$ cat src/rtl/rhythm_pkg.sv
// Shared constants and types for the rhythm-game lane renderers.
package rhythm_pkg;

  // Sprite geometry and screen coordinate width
  localparam int unsigned SPR_W = 40;
  localparam int unsigned SPR_H = 40;
  localparam int unsigned CW    = 10;

  // Lane left-edge X positions
  localparam int unsigned LANE0_X = 40;
  localparam int unsigned LANE1_X = 80;
  localparam int unsigned LANE2_X = 120;
  localparam int unsigned LANE3_X = 160;

  // Vertical travel and hit window
  localparam int unsigned Y_START   = 100;
  localparam int unsigned Y_MAX     = 400;
  localparam int unsigned HIT_Y_MIN = 340;
  localparam int unsigned HIT_Y_MAX = 399;

  // Keyboard keycodes
  localparam logic [7:0] KEY_START   = 8'h2c;
  localparam logic [7:0] KEY_RESTART = 8'h01;
  localparam logic [7:0] KEY_LANE3   = 8'h07;

  // Hit-flash controller states
  typedef enum logic {
    IDLE  = 1'b0,
    FLASH = 1'b1
  } flash_state_t;

endpackage

$ cat src/rtl/frame_tick_sync.sv
// Brings the vsync-derived frame strobe into the pixel clock domain and
// turns each rising edge into a single-cycle tick.
module frame_tick_sync (
  input  logic Clk,
  input  logic Reset,
  input  logic frame_clk,
  output logic frame_tick
);

  logic sync1;
  logic sync2;
  logic sync3;

  // Two-flop synchroniser, history flop and registered rising-edge pulse
  always_ff @(posedge Clk) begin
    if (Reset) begin
      sync1      <= 1'b0;
      sync2      <= 1'b0;
      sync3      <= 1'b0;
      frame_tick <= 1'b0;
    end else begin
      sync1      <= frame_clk;
      sync2      <= sync1;
      sync3      <= sync2;
      frame_tick <= sync2 & ~sync3;
    end
  end

endmodule

$ cat src/rtl/arrow_sprite_renderer.sv
// Per-lane arrow sprite renderer: latches dropper state once per frame,
// tests each VGA pixel against the 40x40 bitmap in a two-stage pipeline,
// and produces a fixed-length hit flash on each new score.
module arrow_sprite_renderer
  import rhythm_pkg::*;
#(
  parameter int unsigned SPR_W        = rhythm_pkg::SPR_W,
  parameter int unsigned SPR_H        = rhythm_pkg::SPR_H,
  parameter int unsigned FLASH_FRAMES = 8,
  parameter int unsigned CW           = rhythm_pkg::CW
) (
  input  logic                   Clk,
  input  logic                   Reset,
  input  logic                   frame_clk,
  input  logic                   pix_valid,
  input  logic [CW-1:0]          DrawX,
  input  logic [CW-1:0]          DrawY,
  input  logic [CW-1:0]          dropX,
  input  logic [CW-1:0]          dropY,
  input  logic [SPR_W*SPR_H-1:0] arrow,
  input  logic                   score,
  output logic                   sprite_on,
  output logic                   flash_on,
  output logic                   pix_valid_out
);

  localparam int unsigned DXW   = $clog2(SPR_W);
  localparam int unsigned DYW   = $clog2(SPR_H);
  localparam int unsigned IDX_W = $clog2(SPR_W * SPR_H);
  localparam int unsigned CNT_W = (FLASH_FRAMES > 1) ? $clog2(FLASH_FRAMES) : 1;
  localparam logic [CNT_W-1:0] CNT_LOAD = CNT_W'(FLASH_FRAMES - 1);

  logic frame_tick;

  frame_tick_sync u_sync (
    .Clk        (Clk),
    .Reset      (Reset),
    .frame_clk  (frame_clk),
    .frame_tick (frame_tick)
  );

  // ---------------- per-frame shadows ----------------
  logic [CW-1:0]          drop_x_sh;
  logic [CW-1:0]          drop_y_sh;
  logic [SPR_W*SPR_H-1:0] arrow_sh;
  logic                   score_sh;

  // Capture dropper outputs on the frame tick only, so a frame never tears
  always_ff @(posedge Clk) begin
    if (Reset) begin
      drop_x_sh <= '0;
      drop_y_sh <= '0;
      arrow_sh  <= '0;
      score_sh  <= 1'b0;
    end else if (frame_tick) begin
      drop_x_sh <= dropX;
      drop_y_sh <= dropY;
      arrow_sh  <= arrow;
      score_sh  <= score;
    end
  end

  // ---------------- stage 1: box test ----------------
  logic [CW:0]    x_end;
  logic [CW:0]    y_end;
  logic [DXW-1:0] dx_c;
  logic [DYW-1:0] dy_c;
  logic           in_box_c;

  // Box bounds in CW+1 bits so sprites near the screen edge do not wrap
  always_comb begin
    x_end    = {1'b0, drop_x_sh} + (CW+1)'(SPR_W);
    y_end    = {1'b0, drop_y_sh} + (CW+1)'(SPR_H);
    dx_c     = DXW'({1'b0, DrawX} - {1'b0, drop_x_sh});
    dy_c     = DYW'({1'b0, DrawY} - {1'b0, drop_y_sh});
    in_box_c = (DrawX >= drop_x_sh) && ({1'b0, DrawX} < x_end) &&
               (DrawY >= drop_y_sh) && ({1'b0, DrawY} < y_end);
  end

  logic [DXW-1:0] dx1;
  logic [DYW-1:0] dy1;
  logic           in_box1;
  logic           v1;

  // Stage-1 pipeline register
  always_ff @(posedge Clk) begin
    if (Reset) begin
      dx1     <= '0;
      dy1     <= '0;
      in_box1 <= 1'b0;
      v1      <= 1'b0;
    end else begin
      dx1     <= dx_c;
      dy1     <= dy_c;
      in_box1 <= in_box_c;
      v1      <= pix_valid;
    end
  end

  // ---------------- stage 2: bitmap lookup ----------------
  logic [IDX_W-1:0] idx;

  // Bitmap index; pinned to 0 outside the box so it never exceeds the bitmap
  always_comb begin
    idx = '0;
    if (in_box1) begin
      idx = IDX_W'(dy1) * IDX_W'(SPR_W) + IDX_W'(dx1);
    end
  end

  // Stage-2 pipeline register driving the colour mapper
  always_ff @(posedge Clk) begin
    if (Reset) begin
      sprite_on     <= 1'b0;
      pix_valid_out <= 1'b0;
    end else begin
      sprite_on     <= v1 & in_box1 & arrow_sh[idx];
      pix_valid_out <= v1;
    end
  end

  // ---------------- hit flash ----------------
  flash_state_t     state;
  flash_state_t     state_n;
  logic [CNT_W-1:0] cnt;
  logic [CNT_W-1:0] cnt_n;
  logic             score_rise;

  // The shadow is about to take 'score' while still holding last frame's
  // value, so this is the new-vs-previous shadow comparison one edge early.
  assign score_rise = frame_tick & score & ~score_sh;

  // Flash next-state: start/reload on a score edge, count down per tick
  always_comb begin
    state_n = state;
    cnt_n   = cnt;
    unique case (state)
      IDLE: begin
        if (score_rise) begin
          state_n = FLASH;
          cnt_n   = CNT_LOAD;
        end
      end
      FLASH: begin
        if (score_rise) begin
          cnt_n = CNT_LOAD;
        end else if (frame_tick) begin
          if (cnt == '0) begin
            state_n = IDLE;
          end else begin
            cnt_n = cnt - 1'b1;
          end
        end
      end
      default: begin
        state_n = IDLE;
        cnt_n   = '0;
      end
    endcase
  end

  // Flash state register; flash_on follows the next state so it rises one
  // cycle after the triggering tick
  always_ff @(posedge Clk) begin
    if (Reset) begin
      state    <= IDLE;
      cnt      <= '0;
      flash_on <= 1'b0;
    end else begin
      state    <= state_n;
      cnt      <= cnt_n;
      flash_on <= (state_n == FLASH);
    end
  end

endmodule

$ cat config.mk
export PLATFORM = sky130hd
export DESIGN_NAME = arrow_sprite_renderer
export DESIGN_NICKNAME = d
export VERILOG_FILES = /design/src/rtl/rhythm_pkg.sv /design/src/rtl/frame_tick_sync.sv /design/src/rtl/arrow_sprite_renderer.sv
export SDC_FILE = /design/constraint.sdc
export NUM_CORES = 2
export LEC_CHECK = 0
export CELL_PAD_IN_SITES_DETAIL_PLACEMENT = 1
export CELL_PAD_IN_SITES_GLOBAL_PLACEMENT = 2
export CORE_AREA = 2 2 644 646
export CTS_CLUSTER_SIZE = 14
export DETAILED_ROUTE_END_ITERATION = 6
export DIE_AREA = 0 0 646 648
export GPL_ROUTABILITY_DRIVEN = 0
export PLACE_DENSITY_LB_ADDON = 0.1
export SLEW_MARGIN = 10
export SYNTH_ARGS = -nofsm -noshare
export SYNTH_HDL_FRONTEND = slang
export SYNTH_HIERARCHICAL = 1
export SYNTH_SLANG_ARGS = --single-unit
$ cat constraint.sdc
create_clock -name Clk -period 5.6 [get_ports Clk]
set_input_delay 1.12 -clock Clk [delete_from_list [all_inputs] [get_ports Clk]]
set_output_delay 1.12 -clock Clk [all_outputs]
set_load 0.005 [all_outputs]
# Word level (Yosys, flattened, before mapping)
# Cells that the tools add are included.
# Widths: inputs -> output; s select.
[totals]
reg_bits = 1645
inputBits = 1645
word_cells = 57
[classes]
addsub = 6
multipliers = 1
n_lt_le_gt_ge = 5
eq_ne = 3
mux = 13
n_bitwise = 8
n_reduce_logical = 5
[ops]
columns = ["operator", "n"]
rows = [
  ["$add 10x6->11 const B", 2],
  ["$lt 10x11->1", 2],
  ["$ge 10x10->1", 2],
  ["$lt 11x12->1 const B", 1],
  ["$mux 3", 4],
  ["$sub 6x6->6", 2],
  ["$add 11x6->11", 1],
  ["$bmux 1 s11", 1],
  ["$mux 11", 1],
  ["$mul 6x3->8 const B", 1],
  ["$pmux 3 s2", 1],
  ["$and 1x1->1", 5],
  ["$mux 1", 5],
  ["$logic_and 1x1->1", 3],
  ["$logic_not 3->1", 1],
  ["$ne 3x1->1 const B", 1],
  ["$ne 3x3->1 const B", 1],
  ["$not 1->1", 3],
  ["$reduce_and 3->1", 1],
  ["$sub 3x1->3 const B", 1],
  ["$ne 2x2->1 const B", 1],
  ["$pmux 1 s2", 1],
]

# Logic depth before layout (Yosys ltp)
[depth]
word_depth = 6
ltp_mapped = 15
ltp_nobuf = 12

# Hierarchy
# The synthesis kept the hierarchy.
[by_module_without_submodules]
columns = ["module", "instances", "cells_each", "area_per_inst_um2", "seq_area_each_um2"]
rows = [
  ["arrow_sprite_renderer", 1, 7382, 72580.9, 32851.5],
  ["frame_tick_sync", 1, 8, 111.4, 80.1],
]

# Worst setup path before layout
# Ideal clock, no wire load.
[synth_path]
path_type = "reg2reg"
startpoint = "register dy1[0]"
endpoint = "register sprite_on"
setup_ns = 0.079
arrival_ns = 2.924
required_ns = 5.521
slack_ns = 2.597
path_stages_with_launch = 12
path_buffers = 2
synth_period_minus_slack_ns = 3.003
cell_sequence = "dfxtp_1 ha_1 inv_1 fa_1 clkbuf_1 clkbuf_1 mux2_2 a2111oi_0 a31oi_1 a2111oi_2 a2111oi_2 a22oi_1"
[synth_via]
elab_chain_len = 6
[synth_lines]
columns = ["element", "line_no", "rtl"]
rows = [
  ["start, declared", "arrow_sprite_renderer.sv:81", "logic [DYW-1:0] dy1;"],
  ["start signal, assigned", "arrow_sprite_renderer.sv:94", "dy1 <= dy_c;"],
  ["$mul 6x3->8", "arrow_sprite_renderer.sv:107", "idx = IDX_W'(dy1) * IDX_W'(SPR_W) + IDX_W'(dx1);"],
  ["$add 11x6->11", "arrow_sprite_renderer.sv:107", ""],
  ["$mux 11", "arrow_sprite_renderer.sv:106", "if (in_box1) begin"],
  ["$bmux 1 s11", "arrow_sprite_renderer.sv:117", "sprite_on <= v1 & in_box1 & arrow_sh[idx];"],
  ["$mux 1 (implied by the code)", "arrow_sprite_renderer.sv:117", ""],
  ["$and 1x1->1", "arrow_sprite_renderer.sv:117", ""],
  ["end signal, assigned", "arrow_sprite_renderer.sv:117", ""],
  ["end, declared", "arrow_sprite_renderer.sv:22", "output logic sprite_on,"],
]
# Every way passes these cells. The select of a mux whose other input is x is not followed.
# A chain may end at the register's enable or synchronous reset.

# Worst setup path after layout
[layout_path]
startpoint = "register dx1[2]"
endpoint = "register sprite_on"
[layout_via]
elab_chain_len = 5
[layout_lines]
columns = ["element", "line_no", "rtl"]
rows = [
  ["start, declared", "arrow_sprite_renderer.sv:80", "logic [DXW-1:0] dx1;"],
  ["start signal, assigned", "arrow_sprite_renderer.sv:88", "dx1 <= '0;"],
  ["start signal, assigned", "arrow_sprite_renderer.sv:93", "dx1 <= dx_c;"],
  ["$add 11x6->11", "arrow_sprite_renderer.sv:107", ""],
  ["$mux 11", "arrow_sprite_renderer.sv:106", ""],
  ["$bmux 1 s11", "arrow_sprite_renderer.sv:117", ""],
  ["$mux 1 (implied by the code)", "arrow_sprite_renderer.sv:117", ""],
  ["$and 1x1->1", "arrow_sprite_renderer.sv:117", ""],
]
# Every way passes these cells. The select of a mux whose other input is x is not followed.

==> flow_metrics.py <==
metrics = {
    "hold_path": {
        "whs_path_depth": 1,
        "hp-class": "register to register",
    },
    "route": {
        "ant_nets": 0,
        "wl_per_cell_um": 33.8,
        "avgViaCountPerCell": 4.40,
        "drtPass1Iterations": 7,
        "drt-total-wl_um": 494000,
        "vias": 64300,
        "route.detailed.drc": 0,
        "drtIter0Drc": 3457,
    },
    "clock_network": {
        "postCtsSetupRepairBufs": 0,
        "cts_tree": "built",
        "clk_pin_slew_ps": 60,
        "cts_num_sinks": 1645,
        "cts-resized-gates": 0,
        "insertion_delay_ps": 930,
        "clockRootBuffer": "clkbuf_16",
        "cts_made_buffers": 223,
        "htreeDepth": 4,
        "cts_buffer_depth": 4,
        "cts_hold_buf": 0,
    },
    "floorplanning": {
        "start_util": 0.176,
        "pin_count": 1648,
        "dieArea_sq_um": 419000,
        "fp.dieH_um": 648,
        "core_sq_um": 412000,
        "fp.dieW_um": 646,
        "std_cell_rows": 236,
    },
    "yosys": {
        "synthFlopType": "dfxtp_1",
        "avgSynthCellArea_sq_um": 9.84,
        "syn_area_sq_um": 72700,
        "synth_warnings": 6,
        "synth-seq-area-share": 0.453,
        "ys_async_sr_fraction": 0,
        "synth.distinct_cells": 78,
        "synthesis.nets": 9088,
        "netlist_instances": 7390,
        "ys_seq_elements": 1645,
        "synth_edf_count": 0,
    },
    "layout": {
        "fillers": 46500,
        "final_core_util": 0.251,
        "regArea_sq_um": 33000,
        "nets": 10600,
        "multi_input_area_sq_um": 37400,
        "area.growth.synth_to_final_pct": 42.4,
        "layout-drive-gt1-share": 0.0842,
        "finalNonFillerCells": 14600,
    },
    "critical_path": {
        "crit_type": "register to register",
        "cpMostUsedCell": "a21oi_1",
        "critPathLaunchType": "register",
        "r2r_cells": 10,
        "path_cells": "buf_12 -> buf_4 -> mux2i_1 -> o21ai_0 -> a21oi_1 -> a21oi_1 -> and4_1 -> or4_1 -> a32oi_1 -> a22oi_1",
        "cpMaxStageDelayCell": "mux2i_1",
        "critPathMaxStageDelay_ps": 890,
        "path_max_fanout": 66,
        "critPathRequiredTime_ps": 6390,
        "cp-end-kind": "register",
        "arrival_ps": 5890,
    },
    "power": {
        "internal_power_uw": 22400,
        "swShare": 0.269,
        "p_clk_frac": 0.483,
        "switchingPower_uw": 8230,
        "power_frac_comb": 0.120,
        "seqPwrFrac": 0.397,
        "p_per_area_nw_per_um2": 295,
        "p_total_uw": 30600,
        "p_leak_uw": 0.0344,
        "ir_drop_mv": 0.293,
    },
    "placed_design": {
        "hpwl_um": 385000,
        "dp.cells": 14100,
        "port_buffers": 1647,
    },
    "global_routing": {
        "track_usage": 0.227,
        "overflow": 0,
        "antenna_found_initial": 420,
        "grt_pass1_vias": 66300,
        "grt_pass1_wl_um": 639000,
        "grt_max_degree": 172,
    },
    "run_status": {
        "status": "complete, no violations",
    },
    "timing": {
        "rsz0062_at_grt": "no",
        "hold_viol": 0,
        "fin_crit_sh": 0.910,
        "final_max_slew_viol_count": 0,
        "tightest_slew_ps": 1270,
        "relSlewSlack": 0.154,
        "min_period_ps": 5090,
        "max_freq_ghz": 0.196,
        "final-setup-viol-count": 0,
        "final.setup_skew_ps": 54.7,
        "setup_tns_ps": 0,
    },
    "job": {
        "maxCapViolCount": 0,
    },
}
==> cell families (layout without fill, tap and decap cells) <==
group	after synthesis	count (layout)	synth area share
AND/OR/NAND/NOR	2229	2229	0.123
multiplexers	2061	2061	0.301
flip-flops	1645	1645	0.453
AO/OA/AOI/OAI	747	747	0.0713
buffers and inverters	626	2287	0.0380
adder cells (fa/ha/maj)	53	53	0.00954
XOR/XNOR	29	29	0.00370
other	0	89	0
==> power groups by stage <==
stage	sequential [uW]	clock, uW	combinational [uW]
floorplan	12300	0	1310
global placement	12400	0	3730
detailed placement	12400	0	3750
CTS	12200	15300	3770
global route	12200	15700	3890
finish	12200	14800	3670
==> synthesized netlist by cell type (18+ instances only) <==
cell	count	area share
a311oi_1	21	0.0025
o211ai_1	24	0.0025
clkbuf_1	314	0.016
nand3_1	55	0.0038
inv_1	38	0.0020
mux2_2	52	0.0081
o221ai_1	28	0.0034
a32oi_1	27	0.0033
a221o_1	20	0.0028
a222oi_1	22	0.0030
nor3_1	35	0.0024
dfxtp_1	1645	0.45
buf_4	46	0.0048
buf_2	78	0.0054
mux2i_1	1908	0.26
nor4_1	20	0.0017
nand2_1	286	0.015
a211oi_1	61	0.0063
o22ai_1	72	0.0062
a31oi_1	27	0.0023
nor2b_1	58	0.0050
buf_1	131	0.0068
ha_1	49	0.0084
a221oi_1	46	0.0055
a21oi_1	167	0.011
nor2_1	1681	0.087
mux4_2	94	0.029
xnor2_1	18	0.0022
nand4_1	21	0.0018
o21ai_0	100	0.0069
==> per-layer routing <==
layer  track usage  vias up  routed length (um)
li1              -    29100                   -
met1         0.276    32000              207000
met2         0.408     2134              248000
met3        0.0405      951               23100
met4        0.0613      102               14800
met5             0        -                 668
==> critical path, delay by kind of cell, from the launching register on <==
kind / cells / cell delay [ps]
simple gates: 2 / 950
flops: 1 / 590
mux: 1 / 890
compound gates: 5 / 1530
buf+inv: 2 / 930
==> placed cells by master (no fill, tap or decap), types with 15 or more instances in the layout <==
master           count
o211ai_1            24
buf_12              47
nand2_1            277
diode_2             89
o221ai_1            28
mux2i_1           1908
nand3_1             50
buf_4              157
clkbuf_16          227
nor2b_1             53
clkdlybuf4s50_1   1646
xnor2_1             16
clkbuf_8            68
a221oi_1            46
a311oi_1            20
a21oi_1            167
nor4_1              18
nor2_1            1671
nor3_1              34
a222oi_1            22
clkbuf_1            63
a221o_1             20
o21ai_0             98
a22o_1              15
a31oi_1             27
clkinv_2            19
o22ai_1             72
inv_1               38
mux4_2              94
mux2_2              52
nand4_1             21
a22oi_1             15
dfxtp_1           1640
a211oi_1            60
ha_1                48
a32oi_1             27
==> sequential cells by signal, summed over array words and instances (netlist names), 3 cells and up <==
signal and flops:
drop_x_sh 10, arrow_sh 1600, drop_y_sh 10, dx1 6, dy1 6, cnt 3
==> worst paths after layout <==
check	startpoint	end	slack, ps
min reg2reg	u_sync/sync3$_SDFF_PP0_	u_sync/frame_tick$_SDFF_PP0_	410
max	dx1[2]$_SDFF_PP0_	sprite_on$_SDFF_PP0_	510
min	u_sync/sync3$_SDFF_PP0_	u_sync/frame_tick$_SDFF_PP0_	410
max reg2reg	dx1[2]$_SDFF_PP0_	sprite_on$_SDFF_PP0_	510
==> stage by stage <==
stage | cell area (sq um) | setup slack [ps] | hold slack (ps)
2_1_floorplan | 72700 | 2600 | 387
3_3_place_gp | 95900 | 192 | 387
3_5_place_dp | 96000 | 271 | 404
4_1_cts | 103000 | 275 | 408
5_1_grt | 103000 | 187 | 436
6_report | 104000 | 506 | 406
==> area by class of cell <==
type | instances | area share
multi-input combinational | 5119 | 0.361
sequential | 1645 | 0.318
timing repair buffer | 1852 | 0.180
clock buffer | 358 | 0.0662
tap | 5474 | 0.0661
clock inverter | 38 | 0.00485
antenna | 89 | 0.00215
inverter | 39 | 0.00143
No activity file was read; power rests on OpenSTA's default activity.
